==> config.mk <==
export PLATFORM = sky130hd
export DESIGN_NAME = cva6_lsu_mem_arbiter
export DESIGN_NICKNAME = d
export VERILOG_FILES = /design/src/rtl/cva6_lsu_arb_pkg.sv /design/src/rtl/cva6_lsu_store_queue.sv /design/src/rtl/cva6_lsu_mem_arbiter.sv
export SDC_FILE = /design/constraint.sdc
export NUM_CORES = 1
export LEC_CHECK = 0
export CORE_MARGIN = 3
export CORE_UTILIZATION = 59
export CTS_BUF_LIST = sky130_fd_sc_hd__clkbuf_2
export DETAILED_ROUTE_END_ITERATION = 16
export PLACE_DENSITY = 0.83
export SYNTH_ARGS = -nofsm -noshare
export SYNTH_HDL_FRONTEND = slang
export SYNTH_SLANG_ARGS = --single-unit
==> constraint.sdc <==
create_clock -name clk_i -period 8.1 [get_ports clk_i]
set_input_delay 1.62 -clock clk_i [delete_from_list [all_inputs] [get_ports clk_i]]
set_output_delay 1.62 -clock clk_i [all_outputs]
set_load 0.02 [all_outputs]
==> src/rtl/cva6_lsu_arb_pkg.sv <==
// Shared types for the LSU memory-port arbiter.
//   arb_state_e : arbiter FSM states
//   st_entry_t  : one store-buffer slot {valid, committed, addr}
package cva6_lsu_arb_pkg;

  // Entry address field is sized for the widest supported ADDR_W; narrower
  // configurations zero-extend into it and the unused upper bits are pruned.
  localparam int unsigned MaxAddrW = 64;

  typedef enum logic [2:0] {
    StIdle,
    StLdReq,
    StLdRsp,
    StStReq,
    StStRsp
  } arb_state_e;

  typedef struct packed {
    logic                valid;
    logic                committed;
    logic [MaxAddrW-1:0] addr;
  } st_entry_t;

endpackage

==> src/rtl/cva6_lsu_store_queue.sv <==
// In-order speculative store buffer with commit/flush and load-address conflict check.
//   push/push_addr : enqueue a speculative store (accepted when ready)
//   commit         : mark the oldest uncommitted entry committed
//   flush          : drop every uncommitted entry (commit of the same cycle survives)
//   pop            : retire the committed head entry
//   ld_addr        : load address compared word-wise against all valid entries
//   ready/empty    : enqueue allowed / buffer holds nothing (registered count)
//   conflict       : load word address matches a valid entry
//   head_committed/head_addr : drainable head entry and its address
module cva6_lsu_store_queue
  import cva6_lsu_arb_pkg::*;
#(
  parameter int unsigned ADDR_W = 32,
  parameter int unsigned DEPTH  = 4
) (
  input  logic              clk,
  input  logic              rst,
  input  logic              push,
  input  logic [ADDR_W-1:0] push_addr,
  input  logic              commit,
  input  logic              flush,
  input  logic              pop,
  input  logic [ADDR_W-1:0] ld_addr,
  output logic              ready,
  output logic              empty,
  output logic              conflict,
  output logic              head_committed,
  output logic [ADDR_W-1:0] head_addr
);

  localparam int unsigned PtrW = $clog2(DEPTH);
  localparam int unsigned CntW = $clog2(DEPTH + 1);

  st_entry_t       ent_q [DEPTH];
  st_entry_t       ent_d [DEPTH];
  logic [PtrW-1:0] head_q, head_d, cptr_q, cptr_d, tail_q, tail_d;
  logic [CntW-1:0] cnt_q, cnt_d, ucnt_q, ucnt_d, ucnt_left;
  logic            full, do_push, do_commit, do_pop;
  logic            unused_addr_bits;

  assign full      = (cnt_q == CntW'(DEPTH));
  assign ready     = !full && !flush;
  assign empty     = (cnt_q == '0);
  assign do_push   = push && ready;
  assign do_commit = commit && (ucnt_q != '0);
  assign do_pop    = pop && head_committed;

  assign head_committed = ent_q[head_q].valid && ent_q[head_q].committed;
  assign head_addr      = ent_q[head_q].addr[ADDR_W-1:0];

  always_comb begin
    conflict = 1'b0;
    for (int i = 0; i < DEPTH; i++) begin
      if (ent_q[i].valid && (ent_q[i].addr[ADDR_W-1:2] == ld_addr[ADDR_W-1:2])) begin
        conflict = 1'b1;
      end
    end
  end

  // Upper entry bits beyond ADDR_W and the byte offset of the load address are never compared.
  always_comb begin
    unused_addr_bits = ^ld_addr[1:0];
    for (int i = 0; i < DEPTH; i++) begin
      unused_addr_bits = unused_addr_bits ^ (^ent_q[i].addr);
    end
  end

  always_comb begin
    ent_d  = ent_q;
    head_d = head_q;
    cptr_d = cptr_q;
    tail_d = tail_q;

    if (do_pop) begin
      ent_d[head_q].valid     = 1'b0;
      ent_d[head_q].committed = 1'b0;
      head_d                  = head_q + PtrW'(1);
    end
    if (do_push) begin
      ent_d[tail_q].valid     = 1'b1;
      ent_d[tail_q].committed = 1'b0;
      ent_d[tail_q].addr      = MaxAddrW'(push_addr);
      tail_d                  = tail_q + PtrW'(1);
    end
    if (do_commit) begin
      ent_d[cptr_q].committed = 1'b1;
      cptr_d                  = cptr_q + PtrW'(1);
    end

    ucnt_left = ucnt_q - CntW'(do_commit);

    // Flush never coincides with a push (ready is low), so only the commit needs ordering.
    if (flush) begin
      for (int i = 0; i < DEPTH; i++) begin
        if (ent_d[i].valid && !ent_d[i].committed) begin
          ent_d[i].valid = 1'b0;
        end
      end
      tail_d = cptr_d;
      ucnt_d = '0;
      cnt_d  = cnt_q - CntW'(do_pop) - ucnt_left;
    end else begin
      ucnt_d = ucnt_left + CntW'(do_push);
      cnt_d  = cnt_q + CntW'(do_push) - CntW'(do_pop);
    end
  end

  always_ff @(posedge clk or posedge rst) begin
    if (rst) begin
      for (int i = 0; i < DEPTH; i++) begin
        ent_q[i] <= '0;
      end
      head_q <= '0;
      cptr_q <= '0;
      tail_q <= '0;
      cnt_q  <= '0;
      ucnt_q <= '0;
    end else begin
      ent_q  <= ent_d;
      head_q <= head_d;
      cptr_q <= cptr_d;
      tail_q <= tail_d;
      cnt_q  <= cnt_d;
      ucnt_q <= ucnt_d;
    end
  end

endmodule

==> src/rtl/cva6_lsu_mem_arbiter.sv <==
// Arbitrates the single LSU memory port between loads and the committed store buffer.
//   ld_req_i/ld_addr_i/ld_gnt_o/ld_rvalid_o : load path handshake
//   st_valid_i/st_addr_i/st_ready_o        : speculative store enqueue
//   st_commit_i/flush_i/st_empty_o         : commit, flush, buffer-empty status
//   mem_req_o/mem_addr_o/mem_we_o          : registered memory request
//   mem_gnt_i/mem_rvalid_i                 : memory accept and response
module cva6_lsu_mem_arbiter
  import cva6_lsu_arb_pkg::*;
#(
  parameter int unsigned ADDR_W      = 32,
  parameter int unsigned STORE_DEPTH = 4,
  parameter int unsigned STARVE_MAX  = 4
) (
  input  logic              clk_i,
  input  logic              rst_i,
  input  logic              ld_req_i,
  input  logic [ADDR_W-1:0] ld_addr_i,
  output logic              ld_gnt_o,
  output logic              ld_rvalid_o,
  input  logic              st_valid_i,
  input  logic [ADDR_W-1:0] st_addr_i,
  output logic              st_ready_o,
  input  logic              st_commit_i,
  input  logic              flush_i,
  output logic              st_empty_o,
  output logic              mem_req_o,
  output logic [ADDR_W-1:0] mem_addr_o,
  output logic              mem_we_o,
  input  logic              mem_gnt_i,
  input  logic              mem_rvalid_i
);

  localparam int unsigned StarveW = $clog2(STARVE_MAX + 1);

  arb_state_e         state_q;
  logic               mem_req_q, mem_we_q;
  logic [ADDR_W-1:0]  mem_addr_q;
  logic [StarveW-1:0] starve_q;

  logic              conflict, head_committed, pop;
  logic [ADDR_W-1:0] head_addr;
  logic              idle, ld_ok, starve_hit, st_win, ld_win;

  cva6_lsu_store_queue #(
    .ADDR_W (ADDR_W),
    .DEPTH  (STORE_DEPTH)
  ) u_store_queue (
    .clk            (clk_i),
    .rst            (rst_i),
    .push           (st_valid_i),
    .push_addr      (st_addr_i),
    .commit         (st_commit_i),
    .flush          (flush_i),
    .pop            (pop),
    .ld_addr        (ld_addr_i),
    .ready          (st_ready_o),
    .empty          (st_empty_o),
    .conflict       (conflict),
    .head_committed (head_committed),
    .head_addr      (head_addr)
  );

  assign idle       = (state_q == StIdle);
  assign ld_ok      = ld_req_i && !conflict;
  assign starve_hit = (starve_q == StarveW'(STARVE_MAX));
  // A committed store takes the port when loads have starved it or cannot go anyway.
  assign st_win     = idle && head_committed && (starve_hit || !ld_ok);
  assign ld_win     = idle && ld_ok && !st_win;

  assign ld_gnt_o    = ld_win;
  assign ld_rvalid_o = (state_q == StLdRsp) && mem_rvalid_i;
  assign pop         = (state_q == StStRsp) && mem_rvalid_i;

  assign mem_req_o  = mem_req_q;
  assign mem_addr_o = mem_addr_q;
  assign mem_we_o   = mem_we_q;

  always_ff @(posedge clk_i or posedge rst_i) begin
    if (rst_i) begin
      state_q    <= StIdle;
      mem_req_q  <= 1'b0;
      mem_we_q   <= 1'b0;
      mem_addr_q <= '0;
      starve_q   <= '0;
    end else begin
      if (st_win || !head_committed) begin
        starve_q <= '0;
      end else if (ld_win && !starve_hit) begin
        starve_q <= starve_q + StarveW'(1);
      end

      unique case (state_q)
        StIdle: begin
          if (st_win) begin
            state_q    <= StStReq;
            mem_req_q  <= 1'b1;
            mem_we_q   <= 1'b1;
            mem_addr_q <= head_addr;
          end else if (ld_win) begin
            state_q    <= StLdReq;
            mem_req_q  <= 1'b1;
            mem_we_q   <= 1'b0;
            mem_addr_q <= ld_addr_i;
          end
        end
        StLdReq: begin
          if (mem_gnt_i) begin
            state_q   <= StLdRsp;
            mem_req_q <= 1'b0;
          end
        end
        StLdRsp: begin
          if (mem_rvalid_i) state_q <= StIdle;
        end
        StStReq: begin
          if (mem_gnt_i) begin
            state_q   <= StStRsp;
            mem_req_q <= 1'b0;
          end
        end
        StStRsp: begin
          if (mem_rvalid_i) state_q <= StIdle;
        end
        default: state_q <= StIdle;
      endcase
    end
  end

endmodule
Word level (Yosys, flattened, before mapping)
Index checks and enable logic that the tools add are counted.
- $add $sub $neg: 10
- eq/ne operators: 15
- mux-type cells: 57
- order comparisons: 6
- shifts and indexed selects: 0
- bitwise logic cells: 3
- divide/modulo/power cells: 0
- reductions and logical operators: 49
- multiply operators: 0
- operators by type and width (kind ; count):
    $bwmux W264 ; 6
    $demux W66 S2 ; 6
    $mux W264 ; 3
    $mux W66 ; 4
    $mux W65 ; 3
    $bmux W66 S2 ; 1
    $eq A30 B30 Y1 ; 4
    $mux W32 ; 2
    $mux W64 ; 1
    $mux W3 ; 9
    $logic_and A1 B1 Y1 ; 24
    $mux W1 ; 17
    $pmux W3 S4 ; 1
    $logic_not A1 Y1 ; 11
    $eq A3 B3 Y1 const B ; 3
    $ge A3 B3 Y1 const B ; 3
    $lt A3 B1 Y1 const B ; 3
    $not A2 Y3 ; 3
    $sub A3 B1 Y3 ; 3
    $reduce_bool A2 Y1 ; 4
    $add A2 B1 Y2 const B ; 3
    $add A3 B1 Y3 ; 2
    $eq A3 B2 Y1 const B ; 2
    $logic_not A3 Y1 ; 2
    other kinds (14) ; 20
- logic and storage cells: 162
- input port bits: 72
- register bits after elaboration: 316
- memories kept: 0
- memory bits (writable): 0
- bits in latches: 0
- memory bits (read-only): 0
- output and inout bits: 38

Logic depth before layout (Yosys ltp)
Gate-level depths: netlist of the first run.
- word-level depth: 18
- mapped depth: 14
- depth with buffers taken out: 13

Cells and area by module
Synthesis of the first run repeated with hierarchy kept, for this count alone.
- cells, all modules: 805
- area total of the unflattened synthesis: 10121.0 µm²
- by module, submodules not included (module ; instances ; cells each ; seq. area each (µm²) ; area an instance (µm²)):
    cva6_lsu_store_queue ; 1 ; 610 ; 3703.6 ; 8221.6
    cva6_lsu_mem_arbiter ; 1 ; 195 ; 1001.0 ; 1899.3

Worst setup path before layout of the first run
OpenSTA, ideal clock, no wires.
- kind: input port to output port
- from: input port ld_addr_i[24]
- to: output port ld_gnt_o
- stages on the path: 9
- arrival time: 2998 ps
- path slack: 3482 ps
- data required time: 6480 ps
- path through: buf_2 > xnor2_1 > nand4_1 > nor4_2 > a22oi_2 > nand4_2 > o21bai_4 > buf_6 > inv_1
- longest elaborated chain between the ends: 13
- elaborated cells on any way between the ends: 20
- classes of those cells: 4 x eq/ne; 4 x mux; 12 x reduce/logical
- RTL lines (what ; line ; source):
    start, declared ; cva6_lsu_mem_arbiter.sv:17 ; input logic [ADDR_W-1:0] ld_addr_i,
    $eq A30 B30 Y1 ; cva6_lsu_store_queue.sv:54 ; if (ent_q[i].valid && (ent_q[i].addr[ADDR_W-1:2] == ld_addr[ADDR_W-1:2])) begin
    $logic_and A1 B1 Y1 ; cva6_lsu_store_queue.sv:54 ;
    $mux W1 (3 in series) ; cva6_lsu_store_queue.sv:54 ;
    $mux W1 (*) ; cva6_lsu_store_queue.sv:54 ;
    $logic_not A1 Y1 (*) ; cva6_lsu_mem_arbiter.sv:64 ; assign ld_ok = ld_req_i && !conflict;
    $logic_and A1 B1 Y1 (*) ; cva6_lsu_mem_arbiter.sv:64 ;
    $logic_not A1 Y1 ; cva6_lsu_mem_arbiter.sv:67 ; assign st_win = idle && head_committed && (starve_hit || !ld_ok);
    $logic_or A1 B1 Y1 ; cva6_lsu_mem_arbiter.sv:67 ;
    $logic_and A1 B1 Y1 ; cva6_lsu_mem_arbiter.sv:67 ;
    $logic_not A1 Y1 ; cva6_lsu_mem_arbiter.sv:68 ; assign ld_win = idle && ld_ok && !st_win;
    $logic_and A1 B1 Y1 (*) ; cva6_lsu_mem_arbiter.sv:68 ;
    end, declared ; cva6_lsu_mem_arbiter.sv:18 ; output logic ld_gnt_o,
Mark *: on every way between the ends. The rest lies on a longest branch, timed or not.

Worst setup path in the final report of the first run
- from: input port ld_addr_i[26]
- to: output port ld_gnt_o
The elaborated chain is that of the path after synthesis.

==> impl_summary.txt, run 1 <==
----------------------------------------------------
[Outcome]
  Run status ... finished, final reports clean

[Synth]
  Synth Register Bits ... 188
  Xor-xnor portion of the synthesized cell area ... 11.1%
  Share of the synthesized area in the top cell type ... 46.5%
  Post-synthesis share of cell area spent on full adders, half adders and majority gates ... 3.07%
  Area fraction in and, or, nand and nor cells after synthesis ... 7.57%
  Top_reg_cell synth ... sky130_fd_sc_hd__dfrtp_1
  Multiplexer fraction of the synthesized cell area ... 21.7%
  Most area-hungry cell type in the Yosys netlist ... sky130_fd_sc_hd__dfrtp_1
  Fraction of registers with async set/reset ... 100%
  Syn Inst Count ... 810
  Sequential share of the synthesized area ... 46.5%
  Number of flops mapped to enable cells by yosys ... 0
  Cell area after synthesis ... 10,100 µm²
  Top cell types by occurrence after synthesis ... sky130_fd_sc_hd__dfrtp_1, sky130_fd_sc_hd__mux2_2, sky130_fd_sc_hd__xnor2_1
  Count of cell types in the netlist ... 46
  Nets in the synthesized netlist ... 905
  Dominant combinational cell family by area after synthesis ... multiplexers
  Compound-gate portion of the synthesized area ... 5.90%
  Average cell area after synthesis ... 12.5 µm²
  Top-count cell post-synth ... sky130_fd_sc_hd__dfrtp_1
  Count of synthesis-stage warnings from yosys ... 0
  Cell types with the largest area share after synthesis ... sky130_fd_sc_hd__dfrtp_1, sky130_fd_sc_hd__mux2_2, sky130_fd_sc_hd__xnor2_1

[Finish]
  Post-synthesis to final-layout area growth ... 13.6%
  Ratio of cells with drive above 1 in the final layout ... 24.3%
  Fill cell count ... 1,195
  Number of nets in the layout ... 975
  Post-Layout Inst Area ... 11,500 µm²
  Diodes inserted ... 0
  Final Instance Count excl. Fillers ... 1,113
  Area occupied by registers ... 4710 µm²
  Multi-input gate area in the final layout ... 4990 µm²

[Floorplanning]
  Number of cell rows ... 47
  Starting density of the core ... 60.6%
  Die Wd ... 137 µm
  Core region area ... 16,700 µm²
  Total Die Area ... 18,800 µm²
  Die boundary height ... 137 µm
  Number of I/O pins ... 110

[Min path]
  WHS Endpoint ... u_store_queue.cnt_q[2]$_DFF_PP0_
  Worst hold start ... u_store_queue.cnt_q[2]$_DFF_PP0_
  Hold Path Cell Cnt ... 1
  Hold Path Class ... reg -> reg

[CTS]
  H-tree levels ... 4
  Number of resized instances in the post-cts repair step ... 0
  Num Clock Sinks ... 188
  Buffer type at the clock tree root ... sky130_fd_sc_hd__clkbuf_2
  Clock tree from TritonCTS ... done
  Maximum buffer depth of the clock tree ... 2
  Hold_buf cts ... 0
  Setup Fix Bufs, Post-CTS ... 0
  Number of CTS-inserted buffers ... 17
  Worst-Skew Late Latency ... 0.80 ns
  Clock-pin slew of the registers on the worst-case setup and hold paths ... 0.25 ns

[Global routing]
  Largest net degree at the start of global routing ... 65
  Antenna violations before repair ... 0
  First-pass GRT wire length ... 41,200 µm
  Remaining Overflow, GRT ... 0
  Number of global-route vias before repair ... 7,401
  Total GRT Usage ... 29.3%

[Pwr]
  Leak Pwr ... 4.57 nW
  Cell Pwr Density ... 384 nW/µm²
  Highest ir drop seen on vdd ... 0.000188 V

[Worst setup path]
  R2R depth ... 5
  Nature of the critical path endpoint ... output pin
  Destination of the worst register-to-register timing path ... mem_addr_o[30]$_DFFE_PP0P_
  Nature of the critical path startpoint ... input port
  Maximum fanout along the worst path ... 33
  Worst r2r src ... u_store_queue.head_q[0]$_DFFE_PP0P_
  Reg2reg setup slack ... 4.38 ns
  CP required ... 6.48 ns
  Worst EP arrival ... 4.68 ns
  Type of the worst setup path ... in -> out

[Timing]
  FMAX ... 159 MHz
  Finish-stage setup viols ... 0
  Setup TNS after final layout ... 0 ns
  Setup repair after global routing missed its margin ... false
  Max Transition Viols Final ... 0
  Count of endpoints failing hold in the final timing report ... 0
  Part of the cycle the worst path needs ... 77.8%
  Worst Tran Pin Value ... 0.968 ns
  Final worst path period need ... 6.30 ns
  Clk_skew ... 0.0259 ns
  Relative slew slack ... 35.5%
  Post-route setup slack ... 1.80 ns

[Placed design]
  Number of port buffers ... 109
  HPWL after detailed placement ... 18,600 µm
  Placed instance area ... 11,200 µm²
  Placement-stage worst setup slack ... 1.90 ns
  Routability cong. ... 0.956
  Total instance count after detailed placement ... 1,081

[Routing]
  Number of design rule violations left after detail routing ... 0
  Number of antenna-violating nets in the routed design ... 0
  Initial DRC count ... 568
  Total wire length after detailed routing ... 26,300 µm
  Total via count after detailed routing ... 6,963
  Via density ... 6.26
  Post-detailed-route wirelength per cell ... 23.6 µm
  1st-pass router iterations ... 5

[Flow run]
  Number of max-cap violations ... 0

----------------------------------------------------
-- critical path: stages --
cell	delay [ns]
sky130_fd_sc_hd__clkdlybuf4s50_1	0.54
sky130_fd_sc_hd__xnor2_1	0.38
sky130_fd_sc_hd__nand4_1	0.15
sky130_fd_sc_hd__nor4_1	0.50
sky130_fd_sc_hd__a21boi_1	0.21
sky130_fd_sc_hd__nand4_2	0.19
sky130_fd_sc_hd__o21bai_4	0.43
sky130_fd_sc_hd__inv_1	0.09
sky130_fd_sc_hd__clkdlybuf4s50_1	0.57
-- per-layer routing --
metal	global-route usage [%]	wire, µm
met4	10.8	852
met5	0	0
met1	37.4	10500
met2	48.2	13000
met3	8.05	1950
-- cell families (layout without fill, tap and decap cells) --
logic type | after synthesis | count (layout)
AND/OR/NAND/NOR | 158 | 158
flip-flops | 188 | 188
adder cells (fa/ha/maj) | 23 | 23
XOR/XNOR | 128 | 128
AO/OA/AOI/OAI | 62 | 62
multiplexers | 163 | 163
buffers and inverters | 88 | 171
-- cell type report --
type                       count  share of cell area [%]
clock buffer                  17                   0.740
clock inverter                15                    1.71
inverter                      21                   0.729
multi-input combinational    534                    43.4
sequential                   188                    40.9
tap                          220                    2.39
timing repair buffer         118                    10.1
-- stage by stage --
step / total power [mW] / hold WS [ns] / util [%]
final: 4.42 / 0.536 / 68.8
after global routing: 4.65 / 0.560 / 68.8
after floorplan: 3.21 / 0.469 / -
after CTS: 4.41 / 0.536 / 68.8
after detailed placement: 3.89 / 0.495 / 67.1
after global placement: 3.78 / 0.478 / 67.1
-- worst max-delay path by stage --
stage	cells after the start	to	startpoint
after floorplan	1	asynchronous set/reset pin	rst_i
after global placement	9	ld_gnt_o	ld_addr_i[3]
after detailed placement	9	ld_gnt_o	ld_addr_i[17]
after CTS	9	ld_gnt_o	ld_addr_i[17]
after global routing	9	ld_gnt_o	ld_addr_i[26]
final	9	ld_gnt_o	ld_addr_i[26]
-- cell usage in the layout (no fill, tap or decap), types with 4 or more instances in the layout --
master                            netlist  routed
sky130_fd_sc_hd__a21oi_1                4       4
sky130_fd_sc_hd__mux2_2               129     129
sky130_fd_sc_hd__o21ai_0                6       6
sky130_fd_sc_hd__clkbuf_2               0      17
sky130_fd_sc_hd__nand2_1               57      57
sky130_fd_sc_hd__xor2_1                12      12
sky130_fd_sc_hd__ha_1                  20      20
sky130_fd_sc_hd__mux4_2                32      32
sky130_fd_sc_hd__bufinv_16              0       4
sky130_fd_sc_hd__o221a_1               29      29
sky130_fd_sc_hd__a32o_1                 4       4
sky130_fd_sc_hd__nand4_1               27      27
sky130_fd_sc_hd__nand3_1                7       7
sky130_fd_sc_hd__buf_4                  0       9
sky130_fd_sc_hd__clkdlybuf4s50_1        0     109
sky130_fd_sc_hd__nor2_1                39      39
sky130_fd_sc_hd__nor4_1                 8       8
sky130_fd_sc_hd__dfrtp_1              188     186
sky130_fd_sc_hd__xnor2_1              116     116
sky130_fd_sc_hd__inv_1                 21      20
sky130_fd_sc_hd__a2bb2oi_1              5       5
-- report_power, final --
group | switching, mW | internal, mW
registers | 0.437 | 1.39
clock network | 0.331 | 0.203
logic | 0.928 | 1.13
total | 1.70 | 2.72
Note: power is estimated with default switching activity, not from simulation.
==> inputs of run 2 (changes only) <==
- clock period: 8.1 -> 6.33 ns (I/O delays scaled with it)
==> run 2 against run 1 <==
- cell area rose by 0.12%
- critical endpoint unchanged
- clock-buffer cell count did not move
- via count fell by 0.78%
==> impl_summary.txt, run 2 (synthesized netlist as in run 1, its figures left out) <==
----------------------------------------------------
[Finish]
  Number of nets in the layout ... 975 (unchanged)
  Ratio of cells with drive above 1 in the final layout ... 24.3% (unchanged)
  Most frequent cells in the layout ... sky130_fd_sc_hd__dfrtp_1, sky130_fd_sc_hd__mux2_2, sky130_fd_sc_hd__xnor2_1
  Post-Layout Inst Area ... 11,500 µm² (+0.12%)
  Most common cell after layout, fill and taps aside ... sky130_fd_sc_hd__dfrtp_1
  Post-synthesis to final-layout area growth ... 13.8%

[Timing]
  Setup repair after global routing missed its margin ... false
  Clk_skew ... 0.0350 ns (+0.00912 ns)
  Count of endpoints failing hold in the final timing report ... 0 (unchanged)
  Final worst path period need ... 5.21 ns
  Max Transition Viols Final ... 0 (unchanged)
  Setup TNS after final layout ... 0 ns (unchanged)
  Part of the cycle the worst path needs ... 82.3%
  FMAX ... 192 MHz
  Relative slew slack ... 12.0% (-23 points)
  Worst Tran Pin Value ... 1.32 ns (+0.348 ns)
  Finish-stage setup viols ... 0 (unchanged)

[CTS]
  Setup Fix Bufs, Post-CTS ... 0 (unchanged)
  Hold_buf cts ... 0 (unchanged)
  Number of resized instances in the post-cts repair step ... 0 (unchanged)
  Num Clock Sinks ... 188 (unchanged)
  Maximum buffer depth of the clock tree ... 2 (unchanged)
  H-tree levels ... 4 (unchanged)
  Buffer type at the clock tree root ... sky130_fd_sc_hd__clkbuf_2
  Number of CTS-inserted buffers ... 17 (unchanged)
  Clock-pin slew of the registers on the worst-case setup and hold paths ... 0.23 ns (-0.02 ns)
  Clock tree from TritonCTS ... done
  Worst-Skew Late Latency ... 0.80 ns (about the same)

[Routing]
  Total wire length after detailed routing ... 26,300 µm (about the same)
  Number of antenna-violating nets in the routed design ... 0 (unchanged)
  Number of design rule violations left after detail routing ... 0 (unchanged)
  Total via count after detailed routing ... 6,909 (-0.78%)
  Initial DRC count ... 549 (-3.3%)
  1st-pass router iterations ... 5 (unchanged)
  Via density ... 6.20 (-0.86%)
  Post-detailed-route wirelength per cell ... 23.6 µm (-0.17%)

[Placed design]
  HPWL after detailed placement ... 18,600 µm (-0.42%)
  Number of port buffers ... 109 (unchanged)
  Routability cong. ... 0.991 (+3.7%)
  Placed instance area ... 11,200 µm² (+0.10%)

[Worst setup path]
  Worst EP arrival ... 3.94 ns (-0.74 ns)
  Maximum fanout along the worst path ... 5 (-85%)
  R2R depth ... 5 (unchanged)
  Nature of the critical path startpoint ... input port
  Reg2reg setup slack ... 2.59 ns (-1.79 ns)
  Critical path destination ... ld_gnt_o
  Destination of the worst register-to-register timing path ... mem_addr_o[30]$_DFFE_PP0P_
  Worst setup startpoint ... ld_addr_i[26]
  CP required ... 5.06 ns (-1.42 ns)
  Nature of the critical path endpoint ... output pin
  Type of the worst setup path ... in -> out
  Worst r2r src ... u_store_queue.head_q[0]$_DFFE_PP0P_

[Pwr]
  Sequential Power Share ... 41.5% (+0.2 points)
  Clk pwr share ... 12.0% (about the same)
  Share of power burned in combinational logic ... 46.5% (about the same)
  Cell Pwr Density ... 492 nW/µm² (+28%)
  Leak Pwr ... 4.57 nW (about the same)
  Total net switching power ... 2.17 mW (+28%)
  Switching fraction of total power ... 38.4% (+0.046 points)
  Highest ir drop seen on vdd ... 0.000258 V (+37%)
  Internal power contribution ... 3.48 mW (+28%)

[Global routing]
  Fraction of met1 tracks used by global routing ... 38.4% (+1.0 points)
  Total GRT Usage ... 29.2% (-0.13 points)
  Number of global-route vias before repair ... 7,341 (-0.81%)
  First-pass GRT wire length ... 41,100 µm (-0.20%)
  Largest net degree at the start of global routing ... 189 (+190%)
  Busiest metal layer after global routing ... met2
  Remaining Overflow, GRT ... 0 (unchanged)
  Met3 global-route usage ... 4.85% (-3.2 points)
  Antenna violations before repair ... 1 (+1)
  Met2 demand-to-capacity share in global routing ... 49.1% (+0.84 points)

[Floorplanning]
  Number of I/O pins ... 110 (unchanged)
  Die Wd ... 137 µm (unchanged)
  Core region area ... 16,700 µm² (unchanged)
  Number of cell rows ... 47 (unchanged)
  Total Die Area ... 18,800 µm² (unchanged)
  Die boundary height ... 137 µm (unchanged)
  Starting density of the core ... 60.6% (unchanged)

[Flow run]
  Number of max-cap violations ... 0 (unchanged)

[Min path]
  Hold Path Class ... reg -> reg

[Outcome]
  Run status ... finished, final reports clean

----------------------------------------------------
==> run 2: metrics by stage <==
| stage | hold slack, ns | util [%] | setup WS (ns) | cells | total power, mW |
|---|---|---|---|---|---|
| 2_1_floorplan | 0.469 | - | 2.42 | 810 | 4.11 |
| 3_3_place_gp | 0.476 | 67.2 | 1.19 | 1081 | 4.83 |
| 3_5_place_dp | 0.492 | 67.2 | 1.20 | 1081 | 4.98 |
| 4_1_cts | 0.539 | 68.9 | 1.18 | 1113 | 5.66 |
| 5_1_grt | 0.559 | 68.9 | 1.10 | 1114 | 5.96 |
| 6_report | 0.532 | 68.9 | 1.12 | 1114 | 5.66 |
==> run 2: final cells by class <==
cell class              instances  area, µm²
diodes                          1       2.50
clock buffers                  17       85.1
clock inverters                15        196
fillers                      1211       5190
inverters                      21       82.6
multi-input cells             534       4990
flip-flops and latches        188       4710
well taps                     220        275
repair buffers                118       1170
==> run 2: power groups by stage <==
stage / combinational [mW] / clock (mW) / sequential, mW
4_1_cts: 2.64 / 0.688 / 2.33
2_1_floorplan: 1.81 / 0 / 2.29
3_3_place_gp: 2.53 / 0 / 2.30
6_report: 2.63 / 0.679 / 2.35
5_1_grt: 2.81 / 0.732 / 2.42
3_5_place_dp: 2.62 / 0 / 2.36
==> run 2: per-layer routing <==
layer  vias to the layer above  part of all wire, %
met3                        61                  5.8
met1                      3566                   42
met2                       274                   50
li1                       3008                    -
met4                         0                  3.0
met5                         -                    0
==> run 2: worst min-delay path by stage <==
| stage | depth (start not counted) | from | endpoint | slack (ns) |
|---|---|---|---|---|
| 6_report | 1 | u_store_queue.cnt_q[2]$_DFF_PP0_ | u_store_queue.cnt_q[2]$_DFF_PP0_ | 0.53 |
| 5_1_grt | 1 | register | register | 0.56 |
| 2_1_floorplan | 1 | u_store_queue.cnt_q[2]$_DFF_PP0_ | u_store_queue.cnt_q[2]$_DFF_PP0_ | 0.47 |
| 3_5_place_dp | 1 | register | register | 0.49 |
| 4_1_cts | 1 | register | register | 0.54 |
| 3_3_place_gp | 1 | mem_req_o$_DFFE_PP0P_ | mem_req_o$_DFFE_PP0P_ | 0.48 |
==> run 2: critical path, cell delays in order <==
cell                              delay [ns]
sky130_fd_sc_hd__clkdlybuf4s50_1        0.54
sky130_fd_sc_hd__xnor2_1                0.34
sky130_fd_sc_hd__nand4_1                0.17
sky130_fd_sc_hd__nor4_1                 0.49
sky130_fd_sc_hd__a21boi_1               0.20
sky130_fd_sc_hd__nand4_2                0.19
sky130_fd_sc_hd__o21bai_4               0.15
sky130_fd_sc_hd__inv_1                  0.06
sky130_fd_sc_hd__clkdlybuf4s50_1        0.53
